File: src/rtl/prog_counter.sv
// Program-counter sequencer: IDLE/RUN/HALTED control, BNE branch-target table,
// and an optional saturating RUN-cycle counter enabled by `define CYCLE_CNT_EN.
module prog_counter #(
  parameter int unsigned PC_W      = 10,
  parameter int unsigned LUT_IDX_W = 4
`ifdef CYCLE_CNT_EN
 ,parameter int unsigned CNT_W     = 16
`endif
) (
  input  logic                 Clk,
  input  logic                 Reset_n,
  input  logic                 Start,
  input  logic                 Halt,
  input  logic                 BranchEn,
  input  logic                 AluZero,
  input  logic [LUT_IDX_W-1:0] LutIdx,
  input  logic                 LutWe,
  input  logic [LUT_IDX_W-1:0] LutWaddr,
  input  logic [PC_W-1:0]      LutWdata,
  output logic [PC_W-1:0]      PC,
  output logic                 Running,
  output logic                 Done,
  output logic                 BranchTaken
`ifdef CYCLE_CNT_EN
 ,output logic [CNT_W-1:0]     CycleCount
`endif
);

  localparam int unsigned LutDepth = 2 ** LUT_IDX_W;

  typedef enum logic [1:0] {
    Idle,
    Run,
    Halted
  } state_e;

  state_e          state_q, state_d;
  logic [PC_W-1:0] pc_q, pc_d;
  logic            done_q, done_d;
  logic [PC_W-1:0] lut_q [LutDepth];
  logic            branchTaken;

  assign branchTaken = (state_q == Run) & BranchEn & ~AluZero & ~Halt;

  // Halt outranks a taken branch, which outranks the sequential increment.
  always_comb begin
    state_d = state_q;
    pc_d    = pc_q;
    done_d  = 1'b0;
    case (state_q)
      Idle, Halted: begin
        if (Start) begin
          state_d = Run;
          pc_d    = '0;
        end
      end
      Run: begin
        if (Halt) begin
          state_d = Halted;
          done_d  = 1'b1;
        end else if (branchTaken) begin
          pc_d = lut_q[LutIdx];
        end else begin
          pc_d = pc_q + PC_W'(1);
        end
      end
      default: begin
        state_d = Idle;
        pc_d    = '0;
      end
    endcase
  end

  always_ff @(posedge Clk or negedge Reset_n) begin
    if (!Reset_n) begin
      state_q <= Idle;
      pc_q    <= '0;
      done_q  <= 1'b0;
    end else begin
      state_q <= state_d;
      pc_q    <= pc_d;
      done_q  <= done_d;
    end
  end

  // The table is frozen while a program runs so targets cannot change under it.
  always_ff @(posedge Clk or negedge Reset_n) begin
    if (!Reset_n) begin
      for (int i = 0; i < LutDepth; i++) begin
        lut_q[i] <= '0;
      end
    end else if (LutWe && (state_q != Run)) begin
      lut_q[LutWaddr] <= LutWdata;
    end
  end

`ifdef CYCLE_CNT_EN
  localparam logic [CNT_W-1:0] CntMax = '1;

  logic [CNT_W-1:0] cnt_q, cnt_d;

  always_comb begin
    cnt_d = cnt_q;
    if (state_q != Run) begin
      if (Start) begin
        cnt_d = '0;
      end
    end else if (cnt_q != CntMax) begin
      cnt_d = cnt_q + CNT_W'(1);
    end
  end

  always_ff @(posedge Clk or negedge Reset_n) begin
    if (!Reset_n) begin
      cnt_q <= '0;
    end else begin
      cnt_q <= cnt_d;
    end
  end

  assign CycleCount = cnt_q;
`endif

  assign PC          = pc_q;
  assign Running     = (state_q == Run);
  assign Done        = done_q;
  assign BranchTaken = branchTaken;

endmodule
File: config.mk
export PLATFORM = sky130hd
export DESIGN_NAME = prog_counter
export DESIGN_NICKNAME = d
export VERILOG_FILES = /design/src/rtl/prog_counter.sv
export SDC_FILE = /design/constraint.sdc
export NUM_CORES = 1
export LEC_CHECK = 0
export CAP_MARGIN = 25
export CORE_UTILIZATION = 54
export CTS_CLUSTER_DIAMETER = 200
export DETAILED_ROUTE_END_ITERATION = 8
export GPL_TIMING_DRIVEN = 0
export PLACE_DENSITY = 0.79
export SKIP_LAST_GASP = 1
export SYNTH_ARGS = -nofsm -noshare
export SYNTH_HDL_FRONTEND = slang
export SYNTH_SLANG_ARGS = --single-unit
File: constraint.sdc
create_clock -name Clk -period 3.1 [get_ports Clk]
set_input_delay 0.465 -clock Clk [delete_from_list [all_inputs] [get_ports Clk]]
set_output_delay 0.465 -clock Clk [all_outputs]
set_load 0.05 [all_outputs]
# Word-level counts from Yosys, hierarchy flattened
# Cells that the tools add are included.
[word_totals]
ramBits = 0
wordCells = 57
out_inout_bits = 13
ff_bits = 173
rom_bits = 0
in_bits = 25
mem_count = 0
latchBits = 0
[classes]
order_cmp = 3
n_eq_ne = 6
add_sub_neg = 1
mul = 0
reduce_logical = 6
n_bitwise = 7
div_mod_pow = 0
muxes = 15
shift = 0
[op_table]
columns = ["operator", "count"]
rows = [
  ["160-bit bitwise mux", 1],
  ["10-bit 2-to-1 mux", 6],
  ["10-bit binary-select mux with 4-bit select", 1],
  ["10-bit demux with 4-bit select", 1],
  ["10-bit one-hot mux with 2 select lines", 1],
  ["10-bit by 1-bit adder with 10-bit output, second input constant", 1],
  ["5-bit greater-or-equal comparator, second input constant", 2],
  ["4-bit NOT with 5-bit output", 2],
  ["2-bit inequality test, second input constant", 3],
  ["5-bit by 1-bit less-than comparator with 1-bit output, second input constant", 1],
  ["2-bit 2-to-1 mux", 2],
  ["2-bit one-hot mux with 2 select lines", 1],
  ["2-bit AND reduction", 2],
  ["1-bit bitwise AND", 3],
  ["2-bit by 1-bit equality test with 1-bit output, second input constant", 1],
  ["2-bit equality test, second input constant", 1],
  ["1-bit logical AND", 2],
  ["2-bit zero test", 1],
  ["1-bit 2-to-1 mux", 2],
  ["2-bit by 1-bit inequality test with 1-bit output, second input constant", 1],
  ["1-bit NOT", 2],
  ["2-bit OR reduction", 1],
]

# Depth between registers and ports, before layout
# Gate-level depths: netlist of run 1.
[depth]
depth_word = 7
depth_mapped = 8
ltp_nobuf = 7

# Worst setup path after synthesis of run 1
# OpenSTA, ideal clock, no wires.
[synth_timing]
path_kind = "register -> register"
startpoint = "register state_q[1]"
endpoint = "register pc_q[4] (netlist: PC[4])"
slack_ps = 924
required_time_ps = 2984
setup_ps = 116
n_path_buf = 1
t_arrival_ps = 2060
stages_incl_launch_ff = 9
synth_period_minus_slack_ps = 2176
path_cell_list = "dfrtp_1 -> nand2b_1 -> buf_4 -> inv_1 -> nand3_1 -> inv_1 -> nand2b_1 -> o22a_1 -> o311ai_0"
[synth_between]
elab_chain_cells = 7
elab_cells_between_ends = 13
classes_between = "eq/ne (4); mux (3); bitwise (3); reduce/logical (3)"
[synth_lines]
columns = ["item", "line_no", "rtl"]
rows = [
  ["start: declaration", "37", "state_e state_q, state_d;"],
  ["start signal: assignment", "76", "state_q <= Idle;"],
  ["start signal: assignment", "80", "state_q <= state_d;"],
  ["2-bit by 1-bit equality test with 1-bit output", "--", ""],
  ["net Running", "21", "output logic Running,"],
  ["1-bit bitwise AND (3 in a row)", "43", "assign branchTaken = (state_q == Run) & BranchEn & ~AluZero & ~Halt;"],
  ["net BranchTaken", "23", "output logic BranchTaken"],
  ["10-bit 2-to-1 mux", "61", "end else if (branchTaken) begin"],
  ["10-bit 2-to-1 mux", "58", "if (Halt) begin"],
  ["10-bit one-hot mux with 2 select lines", "50", "case (state_q)"],
  ["end signal: assignment", "81", "pc_q <= pc_d;"],
  ["end: declaration", "38", "logic [PC_W-1:0] pc_q, pc_d;"],
]
# The timed path passes the listed nets, and every way through them passes these cells. The select of a mux whose other input is x is not followed.
# A chain may end at the register's enable or synchronous reset.

# Worst setup path after layout of run 1
[layout_timing]
startpoint = "register state_q[1]"
endpoint = "output BranchTaken"
[layout_between]
elab_chain_cells = 4
[layout_lines]
columns = ["item", "line_no"]
rows = [
  ["2-bit by 1-bit equality test with 1-bit output", "43"],
  ["1-bit bitwise AND (3 in a row)", "43"],
  ["end: declaration", "23"],
]
# No other way between the ends.

==> results of run 1 <==
-- cell families (layout without fill, tap and decap cells) --
family / after synthesis / count (layout)
xor+xnor: 1 / 1
mux: 221 / 221
fa+ha+maj: 1 / 1
buf+inv: 34 / 99
simple gates: 63 / 63
compound gates: 31 / 31
flops: 173 / 173
-- sequential cells by signal, summed over array words and instances (netlist names) --
name and count:
state_q 2, PC 10, Done 1, lut_q 160
-- synthesized netlist by cell type, types with 3 or more instances --
master / instances
dfrtp_1: 173
mux2_2: 162
mux4_2: 34
clkbuf_1: 20
mux2i_1: 20
nand2_1: 10
nor2_1: 9
nor2_2: 9
nand3_1: 7
buf_2: 6
o21ai_0: 6
mux4_1: 5
a211o_1: 4
and3_1: 4
inv_1: 4
nand2b_1: 4
nand4b_1: 4
nor3_1: 4
nor3_2: 3
o22ai_1: 3
or4_1: 3
-- per-layer routing --
layer	vias to the layer above	wire length [µm]	part of all wire (%)
met5	-	0	0
li1	2085	-	-
met4	0	442	2.4
met2	163	8820	48
met3	33	937	5.1
met1	2584	8220	45
-- worst min-delay path by stage --
stage	from	end	slack [ns]	cells past startpoint
4_1_cts	Reset_n	lut_q[117]	0.1	1
6_report	Reset_n	lut_q[157]	0.07	1
5_1_grt	Reset_n	lut_q[117]	0.13	1
2_1_floorplan	Reset_n	Done	0.17	0
3_3_place_gp	state_q[1]	state_q[1]	0.47	1
3_5_place_dp	state_q[1]	state_q[1]	0.48	1
-- critical path: cells and delay by family (launching register included) --
kind | cells | cell delay [ns]
flip-flops | 1 | 0.38
AND/OR/NAND/NOR | 2 | 0.30
buffers and inverters | 4 | 1.36
-- per-stage QoR --
step | hold slack [ns] | utilization (%)
finish | 0.0707 | 63.3
global route | 0.133 | 63.3
floorplan | 0.169 | -
CTS | 0.0965 | 63.2
global placement | 0.471 | 59.0
detailed placement | 0.483 | 59.3
-- area by class of cell --
type | count | area, µm²
Fill cell | 1054 | 5340
Sequential cell | 173 | 4330
Multi-Input combinational cell | 317 | 3530
Clock buffer | 21 | 450
Timing Repair Buffer | 34 | 365
Tap cell | 184 | 230
Buffer | 30 | 155
Clock inverter | 10 | 116
Inverter | 4 | 15.0
-- power breakdown --
group,internal [mW],switching (mW)
Combinational,0.900,0.594
Clock,1.20,0.868
Sequential,2.93,0.342
==> impl_metrics.yaml, run 1 <==
worst_setup_path:
  cp.arrival_ns: 2.47
  startpoint: "state_q[1]"
  reg2reg_slack_ns: 0.79
  crit_type: "reg -> out"
  path_cells: "nand2b_1, buf_4, inv_1, nand3_1, inv_1, clkdlybuf4s50_1"
  cpMaxStageDelayCell: "clkdlybuf4s50_1"
  r2r-start: "state_q[0]"
  slowest_delay_ns: 0.84
  crit_end: "BranchTaken"
  end_kind: "output pin"
  critical_path_peak_fanout: 9
  reg2regPathDepth: 5
  cpMostUsedCell: "inv_1"
  r2r-end: "lut_q[72]"
  cp_data_required_time_ns: 2.63
  start_kind: "flop"
final_layout:
  syn_to_final_growth_pct: 14.5
  stdcell_area_um2: 9200
  layout_common_cells: "dfrtp_1 (173), mux2_2 (162), mux4_2 (34)"
  final_common_cell: "dfrtp_1"
  n_antenna_cell: 0
  fin_cells: 773
  layout.nets: 603
  drive_gt1_share_pct: 42.8
placement:
  preCtsSetupSlack_ns: 0.287
  place_area_um2: 8620
  place.port_buffers: 31
  routabilityCongestion: 0.881
  place_inst: 741
  dp_hpwl_mm: 12.4
floorplanning:
  ioPinCount: 38
  num_rows: 44
  coreArea_um2: 14500
  die_w_um: 124
  dieArea_um2: 15400
  die_y_um: 124
  start_util_pct: 55.3
route:
  drt_iter0_markers: 400
  via_per_inst: 6.29
  drc: 0
  drtPass1Iterations: 4
  wl_per_cell_um: 23.8
  antenna_left: 0
  totalWireLength_mm: 18.4
  vias: 4865
global_route:
  grt_pass1_vias: 5080
  grt_max_degree: 100
  top_usage_layer: "met2"
  grtUsageMet2_pct: 40.6
  globalRouteMet3Util_pct: 5.77
  grt_overflow: 0
  grt_use_met1_pct: 36.6
  grt_pass1_wl_mm: 28.7
  track_usage_pct: 26.3
  antenna_found_initial: 0
logic_synthesis:
  synth_edf_count: 0
  synthAdderAreaFrac_pct: 0.156
  ys_warn_count: 0
  yosysSeqAreaShare_pct: 53.9
  synth_compound_area_share_pct: 2.88
  synth_top_family_by_area: "multiplexers"
  syn_avg_cell_area_um2: 15.3
  async_flop_share_pct: 100
  synth-simple-area-share_pct: 4.47
  muxShareOfSynthArea_pct: 36.4
  ys_top_cells_by_area: "dfrtp_1 (54%), mux2_2 (23%), mux4_2 (9.5%)"
  syn_area_um2: 8030
  yosysTopAreaCell: "dfrtp_1"
  ys_types: 44
  synth_cells: 524
  yosysTopAreaCellShare_pct: 53.9
  synthFlopType: "dfrtp_1"
  yosys.area_share.xor_xnor_pct: 0.109
  syn-num-nets: 550
  ys_ff_latch: 173
sta:
  report.final.setup_viol: 0
  rsz0062_at_grt: "no"
  fin_skew_ns: 0.00885
  slew-limit-headroom_pct: 29.0
  setup_ws_ns: 0.167
  fin_crit_sh_pct: 94.6
  max_freq_ghz: 0.341
  drv_slew: 0
  fin_tns_setup_ns: 0
  min_period_ns: 2.93
  final_hold_viol_count: 0
  worst_slew_pin_slew_ns: 1.06
power:
  ir_drop_mv: 0.537
  cellPowerDensity_nw_per_um2: 743
  p_leak_nw: 4.01
  total_power_mw: 6.83
clock_tree:
  cts_tree: "built"
  cts_resized: 0
  clk_path_buf_depth: 2
  htreeDepth: 4
  cts_sinks: 173
  holdBufCountCts: 0
  root_buffer: "clkbuf_16"
  cts_made_buffers: 17
  cts.reportedPaths.clkPinSlew_ns: 0.06
  clock_latency_ns: 0.44
  post_cts_buffers: 0
flow_run:
  drv_cap: 0
min_path:
  hp-class: "in -> async"
outcome:
  outcome: "finished, final reports clean"
Power figures use the tool's default switching activity.
==> inputs of run 2 (changes only) <==
Settings changed: RECOVER_POWER set to 25.
==> impl_metrics.yaml, run 2 (same netlist as run 1, synthesis figures left out) <==
clock_tree:
  root_buffer: "clkbuf_16"
  cts.reportedPaths.clkPinSlew_ns: 0.06
  cts_resized: 0
  cts_made_buffers: 17
  htreeDepth: 4
  post_cts_buffers: 0
  clock_latency_ns: 0.44
  cts_sinks: 173
  holdBufCountCts: 0
  cts_tree: "built"
  clk_path_buf_depth: 2
global_route:
  track_usage_pct: 26.3
  grt_max_degree: 100
  grt_pass1_vias: 5080
  grt_pass1_wl_mm: 28.7
  antenna_found_initial: 0
  grt_overflow: 0
final_layout:
  regMostFlops: "lut_q"
  final_common_cell: "dfrtp_1"
  postLayoutCoreUtil_pct: 63.2
  largest_register_ff_count: 160
  n_antenna_cell: 0
  syn_to_final_growth_pct: 14.3
  final.fill_count: 1055
  layout_common_cells: "dfrtp_1 (173), mux2_2 (162), mux4_2 (34)"
  drive_gt1_share_pct: 42.8
  layout.nets: 603
worst_setup_path:
  slowest_delay_ns: 0.84
  reg2regPathDepth: 5
  start_kind: "flop"
  path_cells: "nand2b_1, buf_4, inv_1, nand3_1, inv_1, clkdlybuf4s50_1"
  startpoint: "state_q[1]"
  cp_data_required_time_ns: 2.63
  cpMaxStageDelayCell: "clkdlybuf4s50_1"
  critical_path_peak_fanout: 9
  crit_type: "reg -> out"
  end_kind: "output pin"
  cp.arrival_ns: 2.45
  r2r-start: "state_q[0]"
  cpMostUsedCell: "inv_1"
route:
  drtPass1Iterations: 5
  vias: 4843
  totalWireLength_mm: 18.4
  via_per_inst: 6.27
  drc: 0
  drt_iter0_markers: 403
  antenna_left: 0
  wl_per_cell_um: 23.8
min_path:
  hp-class: "reg -> reg"
  hp-start: "state_q[1]"
  hold_depth: 1
placement:
  routabilityCongestion: 0.881
  place.port_buffers: 31
  dp_hpwl_mm: 12.4
outcome:
  outcome: "finished with violations"
  failed_checks: "capacitance limit, slew limit"
sta:
  max_freq_ghz: 0.343
  drv_slew: 99
  fin_crit_sh_pct: 94.1
  rsz0062_at_grt: "no"
  min_period_ns: 2.92
  worst_slew_pin_slew_ns: 2.52
  report.final.setup_viol: 0
  fin_skew_ns: 0.00627
  slew-limit-headroom_pct: -67.9
  final_hold_viol_count: 0
power:
  cellPowerDensity_nw_per_um2: 743
  p_leak_nw: 4.01
  ir_drop_mv: 0.538
  total_power_mw: 6.83
floorplanning:
  die_w_um: 124
  dieArea_um2: 15400
  die_y_um: 124
  ioPinCount: 38
  start_util_pct: 55.3
  num_rows: 44
  coreArea_um2: 14500
flow_run:
  drv_cap: 1
-- run 2: routing by layer --
layer	part of all wire [%]	vias up	global-route usage (%)
met2	48	160	40.6
li1	-	2087	-
met3	5.6	31	5.77
met5	0	-	0
met1	44	2565	36.6
met4	2.3	0	10.2
-- run 2: report_power, final --
| group | internal (mW) | switching (mW) | leakage (nW) |
|---|---|---|---|
| clock network | 1.20 | 0.865 | 0.273 |
| registers | 2.93 | 0.343 | 2.19 |
| logic | 0.899 | 0.591 | 1.54 |
-- run 2: through the flow --
step | instance area, µm² | hold slack (ns) | cells | setup slack, ns | TNS, ns
after detailed placement | 8620 | 0.483 | 741 | 0.287 | 0
final | 9190 | 0.491 | 773 | 0.183 | 0
after CTS | 9180 | 0.0965 | 772 | 0.192 | 0
after global routing | 9190 | 0.510 | 773 | 0.0822 | 0
after global placement | 8570 | 0.471 | 739 | -5.00 | -863.48
after floorplan | 8030 | 0.169 | 524 | 0.924 | 0
-- run 2: layout make-up --
type	instances	area, µm²	area share, %
Buffer	30	155	1.69
Clock buffer	21	450	4.90
Clock inverter	10	116	1.27
Inverter	4	15.0	0.163
Multi-Input combinational cell	317	3530	38.5
Sequential cell	173	4330	47.1
Tap cell	184	230	2.51
Timing Repair Buffer	34	355	3.87
-- run 2: final timing paths --
path | end | slack (ns)
worst max register to register | lut_q[72] | 0.80
worst min register to register | state_q[1] | 0.49
max in group asynchronous | PC[2] | 0.81
worst max-delay path | BranchTaken | 0.18
min in group asynchronous | lut_q[147] | 0.80
worst min-delay path | state_q[1] | 0.49
-- run 2: critical path: cells and delay by family (launching register included) --
family        cells  cell delay [ns]
buf+inv           4             1.34
flops             1             0.37
simple gates      2             0.30
